**src/rtl/hazard_ctrl_pkg.sv**
```systemverilog
// Shared types and constants for the pipeline hazard controller.
package hazard_pkg;

    // Forwarding select encodings
    localparam logic [1:0] FWD_RF  = 2'b00;
    localparam logic [1:0] FWD_MEM = 2'b01;
    localparam logic [1:0] FWD_WB  = 2'b10;

    typedef enum logic [1:0] {
        IDLE,
        LU_STALL,
        MDU_BUSY
    } state_e;

    // Down-counter width: must hold max(LOAD_LAT, MDU_LAT) - 2, never less than 1 bit
    function automatic int unsigned cnt_width(input int unsigned load_lat,
                                              input int unsigned mdu_lat);
        int unsigned m;
        m = (load_lat > mdu_lat) ? load_lat : mdu_lat;
        return (m < 2) ? 1 : $clog2(m);
    endfunction

endpackage

```
**src/rtl/hazard_ctrl_if.sv**
```systemverilog
// Pipeline-side signal bundle of the hazard controller.
// master = pipeline (drives register addresses/controls), slave = hazard_ctrl.
interface hazard_ctrl_if #(
    parameter int unsigned REG_AW  = 5,
    parameter int unsigned NUM_SRC = 2,
    parameter int unsigned CNT_W   = 16
);
    logic [NUM_SRC*REG_AW-1:0] id_src_addr;
    logic [NUM_SRC-1:0]        id_src_used;
    logic [NUM_SRC*REG_AW-1:0] ex_src_addr;
    logic [REG_AW-1:0]         ex_dst_addr;
    logic                      ex_reg_write;
    logic                      ex_mem_read;
    logic [REG_AW-1:0]         mem_dst_addr;
    logic                      mem_reg_write;
    logic                      mem_mem_read;
    logic [REG_AW-1:0]         wb_dst_addr;
    logic                      wb_reg_write;
    logic                      mdu_start;
    logic                      branch_taken;

    logic                      stall_if;
    logic                      stall_id;
    logic                      stall_ex;
    logic                      bubble_ex;
    logic                      bubble_mem;
    logic                      flush_id;
    logic [NUM_SRC*2-1:0]      fwd_sel;
    logic                      busy;
    logic [CNT_W-1:0]          stall_count;

    modport master (
        output id_src_addr, id_src_used, ex_src_addr, ex_dst_addr, ex_reg_write,
               ex_mem_read, mem_dst_addr, mem_reg_write, mem_mem_read,
               wb_dst_addr, wb_reg_write, mdu_start, branch_taken,
        input  stall_if, stall_id, stall_ex, bubble_ex, bubble_mem, flush_id,
               fwd_sel, busy, stall_count
    );

    modport slave (
        input  id_src_addr, id_src_used, ex_src_addr, ex_dst_addr, ex_reg_write,
               ex_mem_read, mem_dst_addr, mem_reg_write, mem_mem_read,
               wb_dst_addr, wb_reg_write, mdu_start, branch_taken,
        output stall_if, stall_id, stall_ex, bubble_ex, bubble_mem, flush_id,
               fwd_sel, busy, stall_count
    );

endinterface

```
**src/rtl/hazard_ctrl_fwd_sel_unit.sv**
```systemverilog
// Forwarding select for one EX-stage source operand; EX/MEM beats MEM/WB.
module fwd_sel_unit
    import hazard_pkg::*;
#(
    parameter int unsigned REG_AW = 5
) (
    input  logic [REG_AW-1:0] src_addr_i,
    input  logic [REG_AW-1:0] mem_dst_addr_i,
    input  logic              mem_reg_write_i,
    input  logic              mem_mem_read_i,
    input  logic [REG_AW-1:0] wb_dst_addr_i,
    input  logic              wb_reg_write_i,
    output logic [1:0]        sel_o
);

    // Load results are not yet available in EX/MEM, so a load there never forwards
    always_comb begin
        sel_o = FWD_RF;
        if (mem_reg_write_i && !mem_mem_read_i && (mem_dst_addr_i != '0) &&
            (mem_dst_addr_i == src_addr_i)) begin
            sel_o = FWD_MEM;
        end else if (wb_reg_write_i && (wb_dst_addr_i != '0) &&
                     (wb_dst_addr_i == src_addr_i)) begin
            sel_o = FWD_WB;
        end
    end

endmodule

```
**src/rtl/hazard_ctrl.sv**
```systemverilog
// Pipeline hazard controller: load-use and MDU stalls, branch flush,
// operand forwarding selects and a saturating stall-cycle counter.
module hazard_ctrl
    import hazard_pkg::*;
#(
    parameter int unsigned REG_AW   = 5,
    parameter int unsigned NUM_SRC  = 2,
    parameter int unsigned LOAD_LAT = 1,
    parameter int unsigned MDU_LAT  = 4,
    parameter int unsigned CNT_W    = 16
) (
    input  logic         clk,
    input  logic         reset,
    hazard_ctrl_if.slave hz
);

    localparam int unsigned   CW       = cnt_width(LOAD_LAT, MDU_LAT);
    localparam logic [CW-1:0] LU_INIT  = (LOAD_LAT > 1) ? CW'(LOAD_LAT - 2) : '0;
    localparam logic [CW-1:0] MDU_INIT = CW'(MDU_LAT - 2);

    state_e               state_q, state_d;
    logic [CW-1:0]        cnt_q, cnt_d;
    logic [CNT_W-1:0]     stall_cnt_q, stall_cnt_d;
    logic                 lu_match;
    logic                 stall_if, stall_id, stall_ex;
    logic                 bubble_ex, bubble_mem, flush_id;
    logic [NUM_SRC*2-1:0] fwd_raw;

    // Load in EX whose destination is read by a used operand of the ID instruction
    always_comb begin
        lu_match = 1'b0;
        for (int unsigned i = 0; i < NUM_SRC; i++) begin
            if (hz.id_src_used[i] &&
                (hz.id_src_addr[i*REG_AW +: REG_AW] == hz.ex_dst_addr)) begin
                lu_match = 1'b1;
            end
        end
        lu_match = lu_match & hz.ex_mem_read & hz.ex_reg_write &
                   (hz.ex_dst_addr != '0);
    end

    // Next state and stall/bubble/flush outputs; everything held low during reset
    always_comb begin
        state_d    = state_q;
        cnt_d      = cnt_q;
        stall_if   = 1'b0;
        stall_id   = 1'b0;
        stall_ex   = 1'b0;
        bubble_ex  = 1'b0;
        bubble_mem = 1'b0;
        flush_id   = 1'b0;
        if (!reset) begin
            unique case (state_q)
                IDLE: begin
                    if (hz.branch_taken) begin
                        flush_id  = 1'b1;
                        bubble_ex = 1'b1;
                    end else if (hz.mdu_start) begin
                        stall_if   = 1'b1;
                        stall_id   = 1'b1;
                        stall_ex   = 1'b1;
                        bubble_mem = 1'b1;
                        state_d    = MDU_BUSY;
                        cnt_d      = MDU_INIT;
                    end else if (lu_match) begin
                        stall_if  = 1'b1;
                        stall_id  = 1'b1;
                        bubble_ex = 1'b1;
                        if (LOAD_LAT > 1) begin
                            state_d = LU_STALL;
                            cnt_d   = LU_INIT;
                        end
                    end
                end
                LU_STALL: begin
                    stall_if  = 1'b1;
                    stall_id  = 1'b1;
                    bubble_ex = 1'b1;
                    if (cnt_q == '0) state_d = IDLE;
                    else             cnt_d   = cnt_q - CW'(1);
                end
                MDU_BUSY: begin
                    stall_if   = 1'b1;
                    stall_id   = 1'b1;
                    stall_ex   = 1'b1;
                    bubble_mem = 1'b1;
                    if (cnt_q == '0) state_d = IDLE;
                    else             cnt_d   = cnt_q - CW'(1);
                end
                default: state_d = IDLE;
            endcase
        end
    end

    // Saturating count of front-end stall cycles
    always_comb begin
        stall_cnt_d = stall_cnt_q;
        if (stall_if && (stall_cnt_q != '1)) stall_cnt_d = stall_cnt_q + CNT_W'(1);
    end

    // State, latency counter and stall counter registers
    always_ff @(posedge clk) begin
        if (reset) begin
            state_q     <= IDLE;
            cnt_q       <= '0;
            stall_cnt_q <= '0;
        end else begin
            state_q     <= state_d;
            cnt_q       <= cnt_d;
            stall_cnt_q <= stall_cnt_d;
        end
    end

    for (genvar g = 0; g < NUM_SRC; g++) begin : g_fwd
        fwd_sel_unit #(
            .REG_AW(REG_AW)
        ) u_fwd (
            .src_addr_i      (hz.ex_src_addr[g*REG_AW +: REG_AW]),
            .mem_dst_addr_i  (hz.mem_dst_addr),
            .mem_reg_write_i (hz.mem_reg_write),
            .mem_mem_read_i  (hz.mem_mem_read),
            .wb_dst_addr_i   (hz.wb_dst_addr),
            .wb_reg_write_i  (hz.wb_reg_write),
            .sel_o           (fwd_raw[g*2 +: 2])
        );
    end

    assign hz.stall_if    = stall_if;
    assign hz.stall_id    = stall_id;
    assign hz.stall_ex    = stall_ex;
    assign hz.bubble_ex   = bubble_ex;
    assign hz.bubble_mem  = bubble_mem;
    assign hz.flush_id    = flush_id;
    assign hz.fwd_sel     = reset ? '0 : fwd_raw;
    assign hz.busy        = !reset && (state_q != IDLE);
    assign hz.stall_count = stall_cnt_q;

endmodule

```
**src/flat_wrapper.sv**
```systemverilog
// flat-port wrapper written by rule: the top's interface ports become plain ports
module hazard_ctrl_flat import hazard_pkg::*;
#(
    parameter int unsigned REG_AW   = 5,
    parameter int unsigned NUM_SRC  = 2,
    parameter int unsigned LOAD_LAT = 1,
    parameter int unsigned MDU_LAT  = 4,
    parameter int unsigned CNT_W    = 16
)
  (clk, reset, hz_id_src_addr, hz_id_src_used, hz_ex_src_addr, hz_ex_dst_addr, hz_ex_reg_write, hz_ex_mem_read, hz_mem_dst_addr, hz_mem_reg_write, hz_mem_mem_read, hz_wb_dst_addr, hz_wb_reg_write, hz_mdu_start, hz_branch_taken, hz_stall_if, hz_stall_id, hz_stall_ex, hz_bubble_ex, hz_bubble_mem, hz_flush_id, hz_fwd_sel, hz_busy, hz_stall_count);
  hazard_ctrl_if #(.REG_AW(REG_AW), .NUM_SRC(NUM_SRC), .CNT_W(CNT_W)) hz_i ();
  input  logic clk;
  input  logic reset;
  input wire logic [$bits(hz_i.id_src_addr)-1:0] hz_id_src_addr;
  input wire logic [$bits(hz_i.id_src_used)-1:0] hz_id_src_used;
  input wire logic [$bits(hz_i.ex_src_addr)-1:0] hz_ex_src_addr;
  input wire logic [$bits(hz_i.ex_dst_addr)-1:0] hz_ex_dst_addr;
  input wire logic [$bits(hz_i.ex_reg_write)-1:0] hz_ex_reg_write;
  input wire logic [$bits(hz_i.ex_mem_read)-1:0] hz_ex_mem_read;
  input wire logic [$bits(hz_i.mem_dst_addr)-1:0] hz_mem_dst_addr;
  input wire logic [$bits(hz_i.mem_reg_write)-1:0] hz_mem_reg_write;
  input wire logic [$bits(hz_i.mem_mem_read)-1:0] hz_mem_mem_read;
  input wire logic [$bits(hz_i.wb_dst_addr)-1:0] hz_wb_dst_addr;
  input wire logic [$bits(hz_i.wb_reg_write)-1:0] hz_wb_reg_write;
  input wire logic [$bits(hz_i.mdu_start)-1:0] hz_mdu_start;
  input wire logic [$bits(hz_i.branch_taken)-1:0] hz_branch_taken;
  output wire logic [$bits(hz_i.stall_if)-1:0] hz_stall_if;
  output wire logic [$bits(hz_i.stall_id)-1:0] hz_stall_id;
  output wire logic [$bits(hz_i.stall_ex)-1:0] hz_stall_ex;
  output wire logic [$bits(hz_i.bubble_ex)-1:0] hz_bubble_ex;
  output wire logic [$bits(hz_i.bubble_mem)-1:0] hz_bubble_mem;
  output wire logic [$bits(hz_i.flush_id)-1:0] hz_flush_id;
  output wire logic [$bits(hz_i.fwd_sel)-1:0] hz_fwd_sel;
  output wire logic [$bits(hz_i.busy)-1:0] hz_busy;
  output wire logic [$bits(hz_i.stall_count)-1:0] hz_stall_count;
  assign hz_i.id_src_addr = hz_id_src_addr;
  assign hz_i.id_src_used = hz_id_src_used;
  assign hz_i.ex_src_addr = hz_ex_src_addr;
  assign hz_i.ex_dst_addr = hz_ex_dst_addr;
  assign hz_i.ex_reg_write = hz_ex_reg_write;
  assign hz_i.ex_mem_read = hz_ex_mem_read;
  assign hz_i.mem_dst_addr = hz_mem_dst_addr;
  assign hz_i.mem_reg_write = hz_mem_reg_write;
  assign hz_i.mem_mem_read = hz_mem_mem_read;
  assign hz_i.wb_dst_addr = hz_wb_dst_addr;
  assign hz_i.wb_reg_write = hz_wb_reg_write;
  assign hz_i.mdu_start = hz_mdu_start;
  assign hz_i.branch_taken = hz_branch_taken;
  assign hz_stall_if = hz_i.stall_if;
  assign hz_stall_id = hz_i.stall_id;
  assign hz_stall_ex = hz_i.stall_ex;
  assign hz_bubble_ex = hz_i.bubble_ex;
  assign hz_bubble_mem = hz_i.bubble_mem;
  assign hz_flush_id = hz_i.flush_id;
  assign hz_fwd_sel = hz_i.fwd_sel;
  assign hz_busy = hz_i.busy;
  assign hz_stall_count = hz_i.stall_count;
  hazard_ctrl #(.REG_AW(REG_AW), .NUM_SRC(NUM_SRC), .LOAD_LAT(LOAD_LAT), .MDU_LAT(MDU_LAT), .CNT_W(CNT_W)) u_core (.clk(clk), .reset(reset), .hz(hz_i));
endmodule
```
**config.mk**
```make
export PLATFORM = sky130hd
export DESIGN_NAME = hazard_ctrl_flat
export DESIGN_NICKNAME = d
export VERILOG_FILES = /design/src/rtl/hazard_ctrl_pkg.sv /design/src/rtl/hazard_ctrl_if.sv /design/src/rtl/hazard_ctrl_fwd_sel_unit.sv /design/src/rtl/hazard_ctrl.sv /design/src/flat_wrapper.sv
export SDC_FILE = /design/constraint.sdc
export NUM_CORES = 1
export LEC_CHECK = 0
export ABC_AREA = 1
export ABC_CLOCK_PERIOD_IN_PS = 3200
export CAP_MARGIN = 20
export CORE_ASPECT_RATIO = 1.75
export CORE_MARGIN = 1.5
export CORE_UTILIZATION = 30
export DETAILED_ROUTE_END_ITERATION = 12
export PLACE_DENSITY_LB_ADDON = 0.05
export SLEW_MARGIN = 20
export SYNTH_ARGS = -nofsm -noshare
export SYNTH_HDL_FRONTEND = slang
export SYNTH_SLANG_ARGS = --single-unit
export TNS_END_PERCENT = 20
```
**constraint.sdc**
```tcl
create_clock -name clk -period 3.2 [get_ports clk]
set_input_delay 0.96 -clock clk [delete_from_list [all_inputs] [get_ports clk]]
set_output_delay 0.96 -clock clk [all_outputs]
set_load 0.005 [all_outputs]
```
### After elaboration in Yosys (flattened, before gate mapping)

Cells that the tools add are included.

| storage, ports and cells | value |
|---|---|
| output and inout port bits | 27 |
| memories | 0 |
| ROM bits | 0 |
| RAM bits | 0 |
| flip-flop bits (word level) | 20 |
| input port bits | 46 |
| bits in latches | 0 |
| logic and storage cells | 73 |

| operators by class | value |
|---|---|
| shift operators | 0 |
| bitwise gates (word level) | 3 |
| reduce and logical (&&, ||, !) cells | 23 |
| add/sub/neg operators | 2 |
| eq/ne operators | 13 |
| multiply operators | 0 |
| muxes and demuxes | 29 |
| $lt $le $gt $ge | 0 |
| divide/modulo/power cells | 0 |

Operators with widths:

| kind | count |
|---|---|
| 5-bit == test | 6 |
| 16-bit by 1-bit adder with 16-bit output, second input constant | 1 |
| 2-bit two-way mux | 8 |
| 16-bit inequality test, second input constant | 1 |
| 1-bit two-way mux | 15 |
| 5-bit nonzero test | 3 |
| 1-bit logical AND | 11 |
| 2-bit one-hot mux with 2 select lines | 2 |
| 2-bit inequality test, second input constant | 3 |
| 1-bit one-hot mux with 2 select lines | 3 |
| 2-bit zero test | 2 |
| 4-bit two-way mux | 1 |
| 4-bit AND reduction | 1 |
| 2-bit nonzero test | 2 |
| 1-bit AND | 3 |
| 3-bit AND reduction | 1 |
| 2-bit by 1-bit == test with 1-bit output, second input constant | 1 |
| 2-bit == test, second input constant | 1 |
| 1-bit zero test | 2 |
| 2-bit by 1-bit inequality test with 1-bit output, second input constant | 1 |
| 2-bit OR reduction | 1 |
| 2-bit by 1-bit subtractor with 2-bit output, second input constant | 1 |

### Logic depth before layout (Yosys ltp)

| depth | value |
|---|---|
| word-level depth | 13 |
| depth in mapped cells | 12 |

### By module

From an unflattened synthesis, not the netlist that was laid out.

| second synthesis, totals | value |
|---|---|
| cells, all modules | 351 |
| area total of the unflattened synthesis | 1913.1 um^2 |

Modules (own cells, without submodules):

| module | area each (um^2) | times used | cells an instance | sequential area each (um^2) |
|---|---|---|---|---|
| hazard_ctrl | 1445.1 | 1 | 235 | 380.4 |
| fwd_sel_unit | 234.0 | 2 | 58 | 0.0 |

### Worst setup path after synthesis

No wires, ideal clock.

| timing | value |
|---|---|
| kind | input port to output port |
| start | in reset |
| end | out hz_stall_if |
| path buffers | 3 |
| slack | 0.140 ns |
| stages | 5 |
| arrival | 2.100 ns |
| data required time | 2.240 ns |
| cell sequence | clkbuf_1 -> nor2_2 -> clkbuf_1 -> a21boi_0 -> buf_4 |

| on the way | value |
|---|---|
| longest elaborated chain between the ends | 1 |

Ends and longest elaborated chain:

| element | RTL line | source |
|---|---|---|
| start, declared | flat_wrapper.sv:13 | `input logic reset;` |
| 1-bit two-way mux | -- |  |
| end, declared | flat_wrapper.sv:27 | `output wire logic [$bits(hz_i.stall_if)-1:0] hz_stall_if;` |

No other way between the ends.

### Worst setup path in the final report

| timing | value |
|---|---|
| start | in hz_mem_dst_addr[3] |
| end | out hz_fwd_sel[1] |

| on the way | value |
|---|---|
| longest elaborated chain between the ends | 5 |
| elaborated cells between the ends (all ways) | 6 |
| classes of those cells | eq/ne: 1; mux: 2; reduce/logical: 3 |

Ends and longest elaborated chain:

| element | RTL line | source |
|---|---|---|
| start, declared | flat_wrapper.sv:20 | `input wire logic [$bits(hz_i.mem_dst_addr)-1:0] hz_mem_dst_addr;` |
| 5-bit nonzero test | hazard_ctrl_fwd_sel_unit.sv:19 | `if (mem_reg_write_i && !mem_mem_read_i && (mem_dst_addr_i != '0) &&` |
| 1-bit logical AND | hazard_ctrl_fwd_sel_unit.sv:19 |  |
| 1-bit logical AND (*) | hazard_ctrl_fwd_sel_unit.sv:19 |  |
| 2-bit two-way mux (*) | hazard_ctrl_fwd_sel_unit.sv:19 |  |
| 4-bit two-way mux (*) | hazard_ctrl.sv:134 | `assign hz.fwd_sel = reset ? '0 : fwd_raw;` |
| end, declared | flat_wrapper.sv:33 | `output wire logic [$bits(hz_i.fwd_sel)-1:0] hz_fwd_sel;` |

Every way passes the cells marked *; elsewhere a longest branch is shown, timed or not.

==> qor.csv <==
metric;value;unit
status;finished, violations left;
failing checks;negative setup slack;
worst min-delay path class;register to register;
worst slack, placed;-0.673;ns
RSZ-0062 raised after global routing;yes;
number of synthesized register bits;19;
Fin Clk Skew;0.00348;ns
Top-Level Pins;73;
worst r2r path cells;7;
Worst setup SP type;input pin;
GPL Wtd Cong;0.836;
Final nets;426;
CTS Buf Count;3;
clock share of power;28.0;%
vias in the first global route;2035;
reg2reg setup slack;1.18;ns
post-synthesis mux area share;0;%
DP Area;0.00267;sq mm
Die X;60.5;um
Synthesized Nets;335;
vias after detailed routing;2084;
share of layout cells above drive strength 1;15.9;%
Synth cell types;28;
H-tree levels;1;
crit-path max FO;2;
max capacitance violation total;0;
Synth Area per Inst;6.04;sq um
Syn Inst Count;287;
Starting DRT DRC Count;31;
# rows;36;
slew at the pin closest to its max-slew limit;0.533;ns
fin area;0.00277;sq mm
switching share of power;30.2;%
synthesized area;0.00173;sq mm
most frequent cells in the layout;72 x nand2_1, 39 x inv_1, 39 x clkdlybuf4s50_1;
adder-cell area share of the yosys netlist;1.44;%
leading area contributor after synthesis;dfxtp_1;
Area growth syn-to-layout;59.7;%
simple-gate share of the synthesized area;41.8;%
Via density;4.60;
Synth Area in XOR/XNOR;15.2;%
crit path time final;3.31;ns
slowest cell delay on critical path;0.25;ns
Static Leak;1.26;nW
post-synthesis compound-gate area fraction;7.44;%
Clock transition at path regs;0.08;ns
most used cell, CP;buf_4;
Rel. slew slack;64.1;%
hold endpoint;u_core.hz.stall_count[13];
worst-path cell chain;dlygate4sd2_1 > buf_4 > nor3_4 > nand2_1 > nand3_2 > nand3b_1 > buf_4 > nand3_1 > nor2_1 > clkdlybuf4s15_2;
sequential area share after synthesis;21.9;%
Longest Clk Path Bufs;2;
endpoint type of the worst setup path;output pin;
Comb pwr share;32.4;%
sequential power share;39.6;%
Clock Sinks;19;
TritonCTS clock tree;done;
hold_sp;u_core.hz.stall_count[13];
reg2reg end;u_core.hz.stall_count[15];
final clock period utilization by the worst path;103;%
commonest non-fill, non-tap cell in the layout;nand2_1;
largest family of logic cells by synthesized area;simple AND/OR/NAND/NOR gates;
worst skew pair latency;0.26;ns
slowest stage cell, crit path;dlygate4sd2_1;
I/O Buffers;72;
Synth top area share;21.9;%
Psw;187;uW
Power Internal;433;uW
worst hold path stage count;2;
worst setup margin;-0.107;ns
clk root buf;clkbuf_8;
initial antenna violation count;0;
total power;621;uW
critical path class;input pin to output pin;
final count of pins violating max slew;0;
Power Density;224;mW/mm^2
Worst VDD drop;111;uV
setup violators final;2;
die footprint;0.00626;sq mm
GRT Residual Overflow;0;
dominant cells by area after synthesis;dfxtp_1 22%, nand2_1 16%, xor2_1 13%;
number of remaining DRC errors;0;
Final Hold Viols;0;
CORE AREA;0.00559;sq mm
Ant. Diodes;0;
drt wl/cell;12.1;um
pin count of the biggest net entering global routing;18;
HPWL Detailed;4320;um
worst r2r src;u_core.hz.stall_count[0];
Worst Path Arrival;2.35;ns
antenna-violating nets left;0;
total track usage;18.0;%
Initial Utilization;31.0;%
FMAX;302;MHz
Ys Warns;0;
worst path required time;2.24;ns
detailed-router iteration count before antenna repair;4;
first-pass GRT wire length;8800;um
final WL;5500;um
height of the die;104;um
==> worst max-delay path by stage <==
stage	start	slack, ns	to
after floorplan	reset	0.14	hz_stall_if
after global placement	hz_mem_dst_addr[3]	-0.67	hz_fwd_sel[2]
after detailed placement	hz_mem_dst_addr[3]	-0.67	hz_fwd_sel[2]
after CTS	hz_branch_taken	-0.18	hz_flush_id
after global routing	hz_mem_dst_addr[3]	-0.21	hz_fwd_sel[1]
final	hz_mem_dst_addr[3]	-0.11	hz_fwd_sel[1]
==> layout make-up <==
cell class | instances | area [sq um]
fill | 643 | 2820
multi-input combinational | 216 | 1210
sequential | 19 | 380
tap | 76 | 95.1
inverter | 43 | 161
clock buffer | 4 | 45.0
timing repair buffer | 95 | 873
==> layer usage <==
metal	vias to the layer above	track usage, %	wire (um)	share of wire [%]
li1	1091	-	-	-
met1	922	16.9	2000	36
met4	0	6.99	133	2.4
met5	-	0	0	0
met2	62	35.9	3140	57
met3	9	2.12	232	4.2
==> registers in the layout (all words and copies together) (netlist names) <==
register	cells
u_core.cnt_q	2
u_core.hz.stall_count	16
u_core.state_q	1
==> Yosys cell counts (all sizes together) <==
cell type  count
nand2         74
inv           43
nor2          40
xor2          25
nand3         20
dfxtp         19
nand4         16
a21oi         15
clkbuf         5
nor3           5
nor4           5
xnor2          5
buf            4
o21ai          3
ha             2
or2            2
a211oi         1
a21boi         1
nand3b         1
o41ai          1
==> per-stage QoR <==
stage / hold WS (ns) / setup TNS [ns] / std cells / utilization (%)
after floorplan: 0.480 / 0 / 287 / -
after global placement: 0.493 / -4.98 / 447 / 47.8
after detailed placement: 0.492 / -5.04 / 447 / 47.8
after CTS: 0.510 / -0.540 / 453 / 49.3
after global routing: 0.524 / -0.718 / 453 / 49.6
final: 0.504 / -0.147 / 453 / 49.6
==> kinds of logic after synthesis <==
group                      count (synthesis)
and+or+nand+nor                          163
buffers and inverters                     52
xor gates and xnor gates                  30
AOI/OAI and AO/OA                         21
DFF                                       19
adders and majority gates                  2
==> power groups by stage <==
stage                     clock, mW  combinational [mW]  sequential (mW)
after floorplan                   0              0.0815            0.250
after global placement            0               0.201            0.251
after detailed placement          0               0.202            0.251
after CTS                     0.176               0.202            0.246
after global routing          0.184               0.222            0.246
final                         0.174               0.201            0.246
==> worst max-delay path, delay by kind of cell <==
family | cells | cell delay, ns
buffers and inverters | 4 | 0.72
and+or+nand+nor | 6 | 0.66
==> timing repair <==
| action | in CTS | in global routing |
|---|---|---|
| gates cloned | 0 | 0 |
| buffers inserted | 2 | 0 |
| pin swaps | 11 | 4 |
| hold buffers | 0 | 0 |
| resized for setup | 61 | 9 |
| endpoints found under the setup margin | 10 | 11 |
No activity file was read; power rests on OpenSTA's default activity.
